$ cat config.mk
export PLATFORM = sky130hd
export DESIGN_NAME = fsm_walk_sequencer_flat
export DESIGN_NICKNAME = d
export VERILOG_FILES = /design/src/rtl/fsm_walk_sequencer_if.sv /design/src/rtl/fsm_walk_sequencer.sv /design/src/flat_wrapper.sv
export SDC_FILE = /design/constraint.sdc
export NUM_CORES = 1
export LEC_CHECK = 0
export ABC_AREA = 1
export CAP_MARGIN = 15
export CORE_MARGIN = 4
export CORE_UTILIZATION = 47
export DETAILED_ROUTE_END_ITERATION = 8
export GPL_ROUTABILITY_DRIVEN = 0
export GPL_TIMING_DRIVEN = 1
export PLACE_DENSITY = 0.77
export SYNTH_ARGS = -nofsm -noshare
export SYNTH_HDL_FRONTEND = slang
export SYNTH_SLANG_ARGS = --single-unit
$ cat constraint.sdc
create_clock -name clk -period 1.41 [get_ports clk]
set_input_delay 0.282 -clock clk [delete_from_list [all_inputs] [get_ports clk]]
set_output_delay 0.282 -clock clk [all_outputs]
set_load 0.03 [all_outputs]
$ cat src/rtl/fsm_walk_sequencer_if.sv
// Command/status bundle between a requester and fsm_walk_sequencer.
// With SEQ_HOP_COUNT_EN defined the bundle also carries hop_count.
interface fsm_walk_sequencer_if;
  logic       cmd_valid;
  logic [1:0] cmd_target;
  logic       cmd_ready;
  logic       busy;
  logic       done;
  logic [1:0] err_code;
  logic [1:0] cur_state;
`ifdef SEQ_HOP_COUNT_EN
  logic [1:0] hop_count;

  modport master (
    output cmd_valid, cmd_target,
    input  cmd_ready, busy, done, err_code, cur_state, hop_count
  );

  modport slave (
    input  cmd_valid, cmd_target,
    output cmd_ready, busy, done, err_code, cur_state, hop_count
  );
`else
  modport master (
    output cmd_valid, cmd_target,
    input  cmd_ready, busy, done, err_code, cur_state
  );

  modport slave (
    input  cmd_valid, cmd_target,
    output cmd_ready, busy, done, err_code, cur_state
  );
`endif
endinterface

$ cat src/rtl/fsm_walk_sequencer.sv
// Steps the observable A/B/C FSM to a commanded target one checked hop at a time.
// Define SEQ_HOP_COUNT_EN to add the hop_count status output.
//
// state | meaning
// IDLE  | ready for a command; FSM inputs held at 00
// STEP  | one cycle driving the current hop code
// WAIT  | inputs 00; watch for the expected state, bad observation or timeout
// DONE  | one-cycle done pulse, err_code updated
module fsm_walk_sequencer #(
  parameter int TIMEOUT_CYCLES = 8
) (
  input  logic                 clk,
  input  logic                 reset,
  fsm_walk_sequencer_if.slave  cmd,
  output logic                 o_fsm_input1,
  output logic                 o_fsm_input2,
  input  logic                 i_obs_output1,
  input  logic                 i_obs_state1,
  input  logic                 i_obs_state0
);

  localparam int CW = $clog2(TIMEOUT_CYCLES + 1);

  localparam logic [1:0] S_IDLE = 2'd0;
  localparam logic [1:0] S_STEP = 2'd1;
  localparam logic [1:0] S_WAIT = 2'd2;
  localparam logic [1:0] S_DONE = 2'd3;

  localparam logic [1:0] ST_A    = 2'd0;
  localparam logic [1:0] ST_B    = 2'd1;
  localparam logic [1:0] ST_C    = 2'd2;
  localparam logic [1:0] TGT_ILL = 2'd3;

  localparam logic [1:0] ERR_OK      = 2'd0;
  localparam logic [1:0] ERR_ILLEGAL = 2'd1;
  localparam logic [1:0] ERR_TIMEOUT = 2'd2;
  localparam logic [1:0] ERR_OBS_BAD = 2'd3;

  logic [1:0]    r_state;
  logic [1:0]    r_cur_state;
  logic [1:0]    r_target;
  logic [1:0]    r_expect;
  logic [1:0]    r_err;
  logic [CW-1:0] r_cnt;
  logic          r_in1;
  logic          r_in2;
`ifdef SEQ_HOP_COUNT_EN
  logic [1:0]    r_hop_count;
`endif

  logic [1:0] w_dec;
  logic       w_obs_bad;
  logic [1:0] w_nxt_state;
  logic       w_accept;
  logic       w_enter_step;
  logic       w_enter_done;
  logic       w_cnt_inc;
  logic [1:0] w_err_nxt;
  logic [1:0] w_hop_from;
  logic [1:0] w_hop_tgt;
  logic [3:0] w_hop;

  // Returns {input code, state reached}. B->C routes via A, C->A routes via B.
  function automatic logic [3:0] hop_of(input logic [1:0] from, input logic [1:0] tgt);
    logic [3:0] h;
    case (from)
      ST_A:    h = (tgt == ST_B) ? {2'b01, ST_B} : {2'b10, ST_C};
      ST_B:    h = {2'b11, ST_A};
      default: h = {2'b10, ST_B};
    endcase
    return h;
  endfunction

  assign w_dec     = {i_obs_state1, i_obs_state0};
  assign w_obs_bad = (w_dec == 2'b11) || (i_obs_output1 != (w_dec == ST_B));
  assign w_hop_tgt = w_accept ? cmd.cmd_target : r_target;
  assign w_hop     = hop_of(w_hop_from, w_hop_tgt);

  always_comb begin
    w_nxt_state  = r_state;
    w_accept     = 1'b0;
    w_enter_step = 1'b0;
    w_enter_done = 1'b0;
    w_cnt_inc    = 1'b0;
    w_err_nxt    = r_err;
    w_hop_from   = r_cur_state;
    case (r_state)
      S_IDLE: begin
        if (cmd.cmd_valid) begin
          w_accept = 1'b1;
          if (cmd.cmd_target == TGT_ILL) begin
            w_nxt_state  = S_DONE;
            w_enter_done = 1'b1;
            w_err_nxt    = ERR_ILLEGAL;
          end else if (cmd.cmd_target == r_cur_state) begin
            w_nxt_state  = S_DONE;
            w_enter_done = 1'b1;
            w_err_nxt    = ERR_OK;
          end else begin
            w_nxt_state  = S_STEP;
            w_enter_step = 1'b1;
            w_hop_from   = r_cur_state;
          end
        end
      end
      S_STEP: begin
        w_nxt_state = S_WAIT;
      end
      S_WAIT: begin
        if (w_obs_bad) begin
          w_nxt_state  = S_DONE;
          w_enter_done = 1'b1;
          w_err_nxt    = ERR_OBS_BAD;
        end else if (w_dec == r_expect) begin
          if (r_expect == r_target) begin
            w_nxt_state  = S_DONE;
            w_enter_done = 1'b1;
            w_err_nxt    = ERR_OK;
          end else begin
            w_nxt_state  = S_STEP;
            w_enter_step = 1'b1;
            w_hop_from   = r_expect;
          end
        end else if (r_cnt == CW'(TIMEOUT_CYCLES - 1)) begin
          w_nxt_state  = S_DONE;
          w_enter_done = 1'b1;
          w_err_nxt    = ERR_TIMEOUT;
        end else begin
          w_cnt_inc = 1'b1;
        end
      end
      default: begin
        w_nxt_state = S_IDLE;
      end
    endcase
  end

  always_ff @(posedge clk or posedge reset) begin
    if (reset) begin
      r_state     <= S_IDLE;
      r_cur_state <= ST_A;
      r_target    <= ST_A;
      r_expect    <= ST_A;
      r_err       <= ERR_OK;
      r_cnt       <= '0;
      r_in1       <= 1'b0;
      r_in2       <= 1'b0;
    end else begin
      r_state <= w_nxt_state;
      if (!w_obs_bad) begin
        r_cur_state <= w_dec;
      end
      if (w_accept) begin
        r_target <= cmd.cmd_target;
      end
      // Inputs are only non-zero for the single STEP cycle after a hop is launched.
      if (w_enter_step) begin
        {r_in1, r_in2} <= w_hop[3:2];
        r_expect       <= w_hop[1:0];
        r_cnt          <= '0;
      end else begin
        {r_in1, r_in2} <= 2'b00;
        if (w_cnt_inc) begin
          r_cnt <= r_cnt + CW'(1);
        end
      end
      if (w_enter_done) begin
        r_err <= w_err_nxt;
      end
    end
  end

`ifdef SEQ_HOP_COUNT_EN
  always_ff @(posedge clk or posedge reset) begin
    if (reset) begin
      r_hop_count <= 2'd0;
    end else if (w_accept) begin
      r_hop_count <= {1'b0, w_enter_step};
    end else if (w_enter_step) begin
      r_hop_count <= r_hop_count + 2'd1;
    end
  end

  assign cmd.hop_count = r_hop_count;
`endif

  assign cmd.cmd_ready = (r_state == S_IDLE);
  assign cmd.busy      = (r_state != S_IDLE);
  assign cmd.done      = (r_state == S_DONE);
  assign cmd.err_code  = r_err;
  assign cmd.cur_state = r_cur_state;
  assign o_fsm_input1  = r_in1;
  assign o_fsm_input2  = r_in2;

endmodule

$ cat src/flat_wrapper.sv
// flat-port wrapper written by rule: the top's interface ports become plain ports
module fsm_walk_sequencer_flat 
#(
  parameter int TIMEOUT_CYCLES = 8
)
  (clk, reset, o_fsm_input1, o_fsm_input2, i_obs_output1, i_obs_state1, i_obs_state0, cmd_cmd_valid, cmd_cmd_target, cmd_cmd_ready, cmd_busy, cmd_done, cmd_err_code, cmd_cur_state);
  fsm_walk_sequencer_if cmd_i ();
  input  logic clk;
  input  logic reset;
  output logic o_fsm_input1;
  output logic o_fsm_input2;
  input  logic i_obs_output1;
  input  logic i_obs_state1;
  input  logic i_obs_state0;
  input wire logic [$bits(cmd_i.cmd_valid)-1:0] cmd_cmd_valid;
  input wire logic [$bits(cmd_i.cmd_target)-1:0] cmd_cmd_target;
  output wire logic [$bits(cmd_i.cmd_ready)-1:0] cmd_cmd_ready;
  output wire logic [$bits(cmd_i.busy)-1:0] cmd_busy;
  output wire logic [$bits(cmd_i.done)-1:0] cmd_done;
  output wire logic [$bits(cmd_i.err_code)-1:0] cmd_err_code;
  output wire logic [$bits(cmd_i.cur_state)-1:0] cmd_cur_state;
  assign cmd_i.cmd_valid = cmd_cmd_valid;
  assign cmd_i.cmd_target = cmd_cmd_target;
  assign cmd_cmd_ready = cmd_i.cmd_ready;
  assign cmd_busy = cmd_i.busy;
  assign cmd_done = cmd_i.done;
  assign cmd_err_code = cmd_i.err_code;
  assign cmd_cur_state = cmd_i.cur_state;
  fsm_walk_sequencer #(.TIMEOUT_CYCLES(TIMEOUT_CYCLES)) u_core (.clk(clk), .reset(reset), .cmd(cmd_i), .o_fsm_input1(o_fsm_input1), .o_fsm_input2(o_fsm_input2), .i_obs_output1(i_obs_output1), .i_obs_state1(i_obs_state1), .i_obs_state0(i_obs_state0));
endmodule
After elaboration in Yosys (flattened, before gate mapping)
Index checks and enable logic that the tools add are counted.
Storage, ports and cells
  latch bits: 0
  RAM bits: 0
  memories kept: 0
  flip-flop bits (word level): 16
  bits of input ports: 8
  bits in read-only memories: 0
  word-level logic and storage cells: 82
  output and inout bits: 9
Operators by class
  multiply operators: 0
  shifts and indexed selects: 0
  mux-type cells: 48
  reductions and logical operators: 8
  div/mod/pow operators: 0
  bitwise operators: 0
  $lt $le $gt $ge: 0
  equality and inequality tests: 17
  $add $sub $neg: 1
Operators by type and width (count)
  $mux W2: 19
  $mux W1: 21
  $mux W4: 3
  $eq A2 B1 Y1 const B: 4
  $eq A2 B2 Y1 const B: 4
  $pmux W4 S2: 1
  $eq A2 B2 Y1: 3
  $pmux W2 S3: 1
  $reduce_and A6 Y1: 1
  $reduce_bool A2 Y1: 3
  $add A4 B1 Y4 const B: 1
  $eq A4 B3 Y1 const B: 1
  $logic_not A2 Y1: 2
  $ne A4 B1 Y1 const B: 1
  $ne A4 B3 Y1 const B: 1
  $pmux W1 S2: 2
  $pmux W2 S2: 1
  $ne A3 B1 Y1 const B: 1
  $ne A2 B2 Y1 const B: 1
  $reduce_and A2 Y1: 1
  $logic_or A1 B1 Y1: 1
  $ne A1 B1 Y1: 1

Longest topological paths before layout
  depth after elaboration: 8
  mapped depth: 11

Worst setup path before layout
No wires, ideal clock.
  path type: register to register
  from: register u_core.r_state[0]
  to: register u_core.r_in1 (netlist: u_core.o_fsm_input1)
  data required time: 1.286 ns
  setup time: 0.124 ns
  period minus slack after synthesis: 1.564 ns
  data arrival time: 1.440 ns
  setup slack: -0.154 ns
  stages on the path, launching flop included: 9
  cell sequence: dfrtp_1 nor2_2 nand2_4 nand2_2 o21ai_1 nor2_2 nand3_2 nor2_1 nor2_1
Between the ends
  longest elaborated chain between the ends: 7
  elaborated cells on any way between the ends: 12
  classes of those cells: 3 x eq/ne; 7 x mux; 2 x reduce/logical
RTL lines
  from (decl): RTL line fsm_walk_sequencer.sv:39  | logic [1:0] r_state;
  from (signal assigned): RTL line fsm_walk_sequencer.sv:149  | r_state <= w_nxt_state;
  $logic_not A2 Y1 (*)
  net cmd_cmd_ready: RTL line flat_wrapper.sv:17  | output wire logic [$bits(cmd_i.cmd_ready)-1:0] cmd_cmd_ready;
  $mux W1: RTL line fsm_walk_sequencer.sv:87  | case (r_state)
  $mux W2: RTL line fsm_walk_sequencer.sv:76  | assign w_hop_tgt = w_accept ? cmd.cmd_target : r_target;
  $eq A2 B1 Y1: RTL line fsm_walk_sequencer.sv:67  | ST_A: h = (tgt == ST_B) ? {2'b01, ST_B} : {2'b10, ST_C};
  $mux W4: RTL line fsm_walk_sequencer.sv:67
  $pmux W4 S2: RTL line fsm_walk_sequencer.sv:66  | case (from)
  $mux W1 (*): RTL line fsm_walk_sequencer.sv:157  | if (w_enter_step) begin
  to (signal assigned): RTL line fsm_walk_sequencer.sv:158  | {r_in1, r_in2} <= w_hop[3:2];
  to (decl): RTL line fsm_walk_sequencer.sv:45  | logic r_in1;
The timed path passes the listed nets; every way through them passes the cells marked *.
A chain may end at the register's enable or synchronous reset.

Final worst setup path
  from: input cmd_cmd_target[1]
  to: register u_core.r_cnt[3]
Between the ends
  longest elaborated chain between the ends: 6
  elaborated cells on any way between the ends: 8
  classes of those cells: 2 x eq/ne; 5 x mux; 1 x reduce/logical
RTL lines
  from (decl): RTL line flat_wrapper.sv:16  | input wire logic [$bits(cmd_i.cmd_target)-1:0] cmd_cmd_target;
  $eq A2 B2 Y1: RTL line fsm_walk_sequencer.sv:95  | end else if (cmd.cmd_target == r_cur_state) begin
  $mux W1: RTL line fsm_walk_sequencer.sv:95
  $mux W1 (*): RTL line fsm_walk_sequencer.sv:91  | if (cmd.cmd_target == TGT_ILL) begin
  $mux W1 (*): RTL line fsm_walk_sequencer.sv:89  | if (cmd.cmd_valid) begin
  $pmux W1 S2 (*): RTL line fsm_walk_sequencer.sv:87
  $mux W4 / $reduce_bool A2 Y1 (equally long branches)
  to (signal assigned): RTL line fsm_walk_sequencer.sv:164  | r_cnt <= r_cnt + CW'(1);
  to (decl): RTL line fsm_walk_sequencer.sv:44  | logic [CW-1:0] r_cnt;
Mark *: on every way between the ends. The rest lies on a longest branch, timed or not.

==> results.md <==
| Parameter | Value | Unit |
|:---|:---|:---|
| Result of the run | complete, but fails checks | - |
| Remaining routing DRC violations | 0 | - |
| Sequential element share of the synthesized area | 38.7 | % |
| Final setup vio count | 9 | - |
| Rows | 16 | - |
| Wire length per cell | 12.6 | microns |
| Clock buffers created by TritonCTS | 3 | - |
| VDD IR-drop max | 1230 | uV |
| Worst min-delay path category | in -> async | - |
| Filler cell count | 147 | - |
| Final standard cell area without fillers | 0.00157 | sq mm |
| Failing checks | setup timing | - |
| Synthesized area per cell | 7.54 | sq um |
| Hold_buf cts | 0 | - |
| Simple logic cell fraction of the synthesized area | 39.0 | % |
| Worst-margin pin slew | 0.299 | ns |
| CP max FO | 6 | - |
| Number of different library cells in the post-synthesis netlist | 20 | - |
| Instance area at placement | 0.00137 | sq mm |
| Post-Place Setup Slack | -0.362 | ns |
| Most congested layer reported by global routing | met2 | - |
| Total global routing overflow | 0 | - |
| HPWL after DPL | 1860 | microns |
| Clock latency at the later pin of the worst-skew pair | 0.29 | ns |
| Share of cells above drive strength 1 | 43.5 | % |
| Number of max-cap violations | 0 | - |
| Gate count after technology mapping | 137 | - |
| Data arrival, critical path | 1.66 | ns |
| Diode insertion count for antenna repair | 0 | - |
| Sum of negative setup slack | -0.302 | ns |
| Worst hold slack across all endpoints | 0.282 | ns |
| Number of clock sinks | 16 | - |
| Detailed-route vias per instance | 4.82 | - |
| Number of iterations in the first detailed-routing pass | 5 | - |
| Clock-pin transition on the worst setup and hold timing paths | 0.10 | ns |
| Global-route usage over all layers | 21.2 | % |
| Setup repair after global routing missed its margin | true | - |
| Final number of hold-violating endpoints | 0 | - |
| Post-Route Skew | 0.00600 | ns |
| Fmax | 679 | MHz |
| Clock period minus worst slack | 1.47 | ns |
| H-tree Lvls | 1 | - |
| Area delta synth->final | 52.1 | % |
| Mux contribution to synthesized area | 0 | % |
| Die Ht | 54.9 | microns |
| Commonest non-fill, non-tap cells in the layout | 40 x sky130_fd_sc_hd__nand2_1, 27 x sky130_fd_sc_hd__buf_4, 14 x sky130_fd_sc_hd__inv_1, 14 x sky130_fd_sc_hd__dfrtp_1, 13 x sky130_fd_sc_hd__nand2_2 | - |
| Via count of the first global-routing pass | 1047 | - |
| Portion of the clock cycle consumed by the worst path in the final layout | 104 | % |
| YS warnings | 0 | - |
| Count of state elements after synthesis | 16 | - |
| Core Region | 0.00202 | sq mm |
| Overall power of the completed layout | 3020 | uW |
| Startpoint type of the worst setup path | input pin | - |
| Overall via count from detail_route | 1026 | - |
| Syn nets | 146 | - |
| PortBufs | 16 | - |
| Post-detailed-route count of antenna-violating nets | 0 | - |
| Endpoint type of the worst setup path | register | - |
| TritonCTS clock tree | built | - |
| Largest net degree at the start of global routing | 17 | - |
| First-pass GRT wire length | 4430 | microns |
| Met1 usage | 23.6 | % |
| Most common cell after layout, fill and taps aside | sky130_fd_sc_hd__nand2_1 | - |
| Power Density | 1920 | mW/mm^2 |
| Clock tree buffer depth | 2 | - |
| Relative slew slack | 80.1 | % |
| Synthesized-area fraction occupied by ao, oa, aoi and oai cells | 8.47 | % |
| Required time at the endpoint of the critical path | 1.60 | ns |
| Parity-gate share of the synthesized area counting xor and xnor cells | 5.08 | % |
| Max-slew violation total from the final report | 0 | - |
| Adder and majority gate portion of the synthesized area | 1.21 | % |
| Net count reported at finish | 196 | - |
| Synthesized cell area | 0.00103 | sq mm |
| Total die area | 0.00301 | sq mm |
| Num ports | 17 | - |
| Combinational family with the most area after synthesis | simple AND/OR/NAND/NOR gates | - |
| 1st-iter DRT viols | 14 | - |
| Starting density of the core | 51.1 | % |
| Final WS setup | -0.0619 | ns |
| Leakage power of the design | 0.000836 | uW |
| Die extent in x | 54.9 | microns |
| Initial antenna violation count | 0 | - |
| Met2 track demand over resource | 38.4 | % |
| Met3 Use GR | 3.75 | % |
| Wire length reported by the detailed router | 2690 | microns |
| Startpoint-to-endpoint class of the critical path | in -> reg | - |
| Clock root buffer master | sky130_fd_sc_hd__clkbuf_4 | - |
[sequential cells by signal, summed over array words and instances (netlist names)]
name and cells:
u_core.r_state 2, u_core.r_target 2, u_core.cmd.err_code 2, u_core.cmd.cur_state 2, u_core.o_fsm_input1 1, u_core.r_expect 2
u_core.o_fsm_input2 1, u_core.r_cnt 4
[worst max-delay path, cell delays in order]
cell,delay (ns)
sky130_fd_sc_hd__clkdlybuf4s50_1,0.51
sky130_fd_sc_hd__xnor2_1,0.13
sky130_fd_sc_hd__nand2_1,0.06
sky130_fd_sc_hd__nand2_1,0.11
sky130_fd_sc_hd__inv_1,0.10
sky130_fd_sc_hd__a21oi_4,0.26
sky130_fd_sc_hd__nand2_2,0.09
sky130_fd_sc_hd__nand2_1,0.07
sky130_fd_sc_hd__nand2_1,0.04
[through the flow]
| stage | std cells | utilization [%] |
|---|---|---|
| global route | 213 | 77.7 |
| finish | 213 | 77.7 |
| CTS | 211 | 75.2 |
| floorplan | 137 | - |
| detailed placement | 200 | 67.9 |
| global placement | 200 | 67.9 |
[timing repair]
item,4_1_cts,5_1_grt
endpoints found under the setup margin,17,14
cloned,0,0
pin swaps,9,5
setup buffers,7,2
resized for setup,26,11
[cells by family after synthesis]
family                     count (synthesis)
AOI/OAI and AO/OA                         11
xor gates and xnor gates                   6
adders and majority gates                  1
buffers and inverters                     20
DFF                                       16
and+or+nand+nor                           83
[synth_stat cells, drive strengths merged]
master / count / share of area (%)
nor2: 17 / 10
nand3: 11 / 6.3
o21ai: 8 / 4.6
dfrtp: 16 / 39
xor2: 3 / 2.5
nand2: 55 / 22
a21oi: 2 / 3.1
a22oi: 1 / 0.73
ha: 1 / 1.2
inv: 20 / 7.5
xnor2: 3 / 2.5
[power by group]
group / switching [uW] / internal (uW) / leakage [uW]
Combinational: 1060 / 861 / 0.000613
Sequential: 159 / 628 / 0.000202
Clock: 156 / 157 / 0.0000210
[layout make-up]
type / instances / area (sq um) / area share, %
Tap cell: 27 / 33.8 / 2.15
Sequential cell: 16 / 403 / 25.6
Inverter: 20 / 82.6 / 5.25
Multi-Input combinational cell: 101 / 622 / 39.6
Clock buffer: 4 / 36.3 / 2.31
Timing Repair Buffer: 45 / 394 / 25.1
[path summary, 6_finish.rpt]
path / to / from / cells after the start / slack (ns)
setup / recovery: u_core.r_cnt[3] / cmd_cmd_target[1] / 9 / -0.06
hold / removal: u_core.r_cnt[2] / reset / 3 / 0.28
setup reg to reg: u_core.r_cnt[3] / u_core.r_state[0] / 8 / -0.06
hold reg to reg: u_core.cmd.err_code[0] / u_core.cmd.err_code[0] / 2 / 0.51
max in group asynchronous: u_core.r_expect[1] / reset / 3 / 0.93
min in group clk: u_core.r_target[0] / cmd_cmd_target[0] / 4 / 0.44
[per-layer routing]
metal | share of wire, % | up-vias
met5 | 0 | -
met4 | 3.5 | 0
met3 | 4.9 | 11
met2 | 51 | 31
met1 | 41 | 469
li1 | - | 515
No activity file was read; power rests on OpenSTA's default activity.
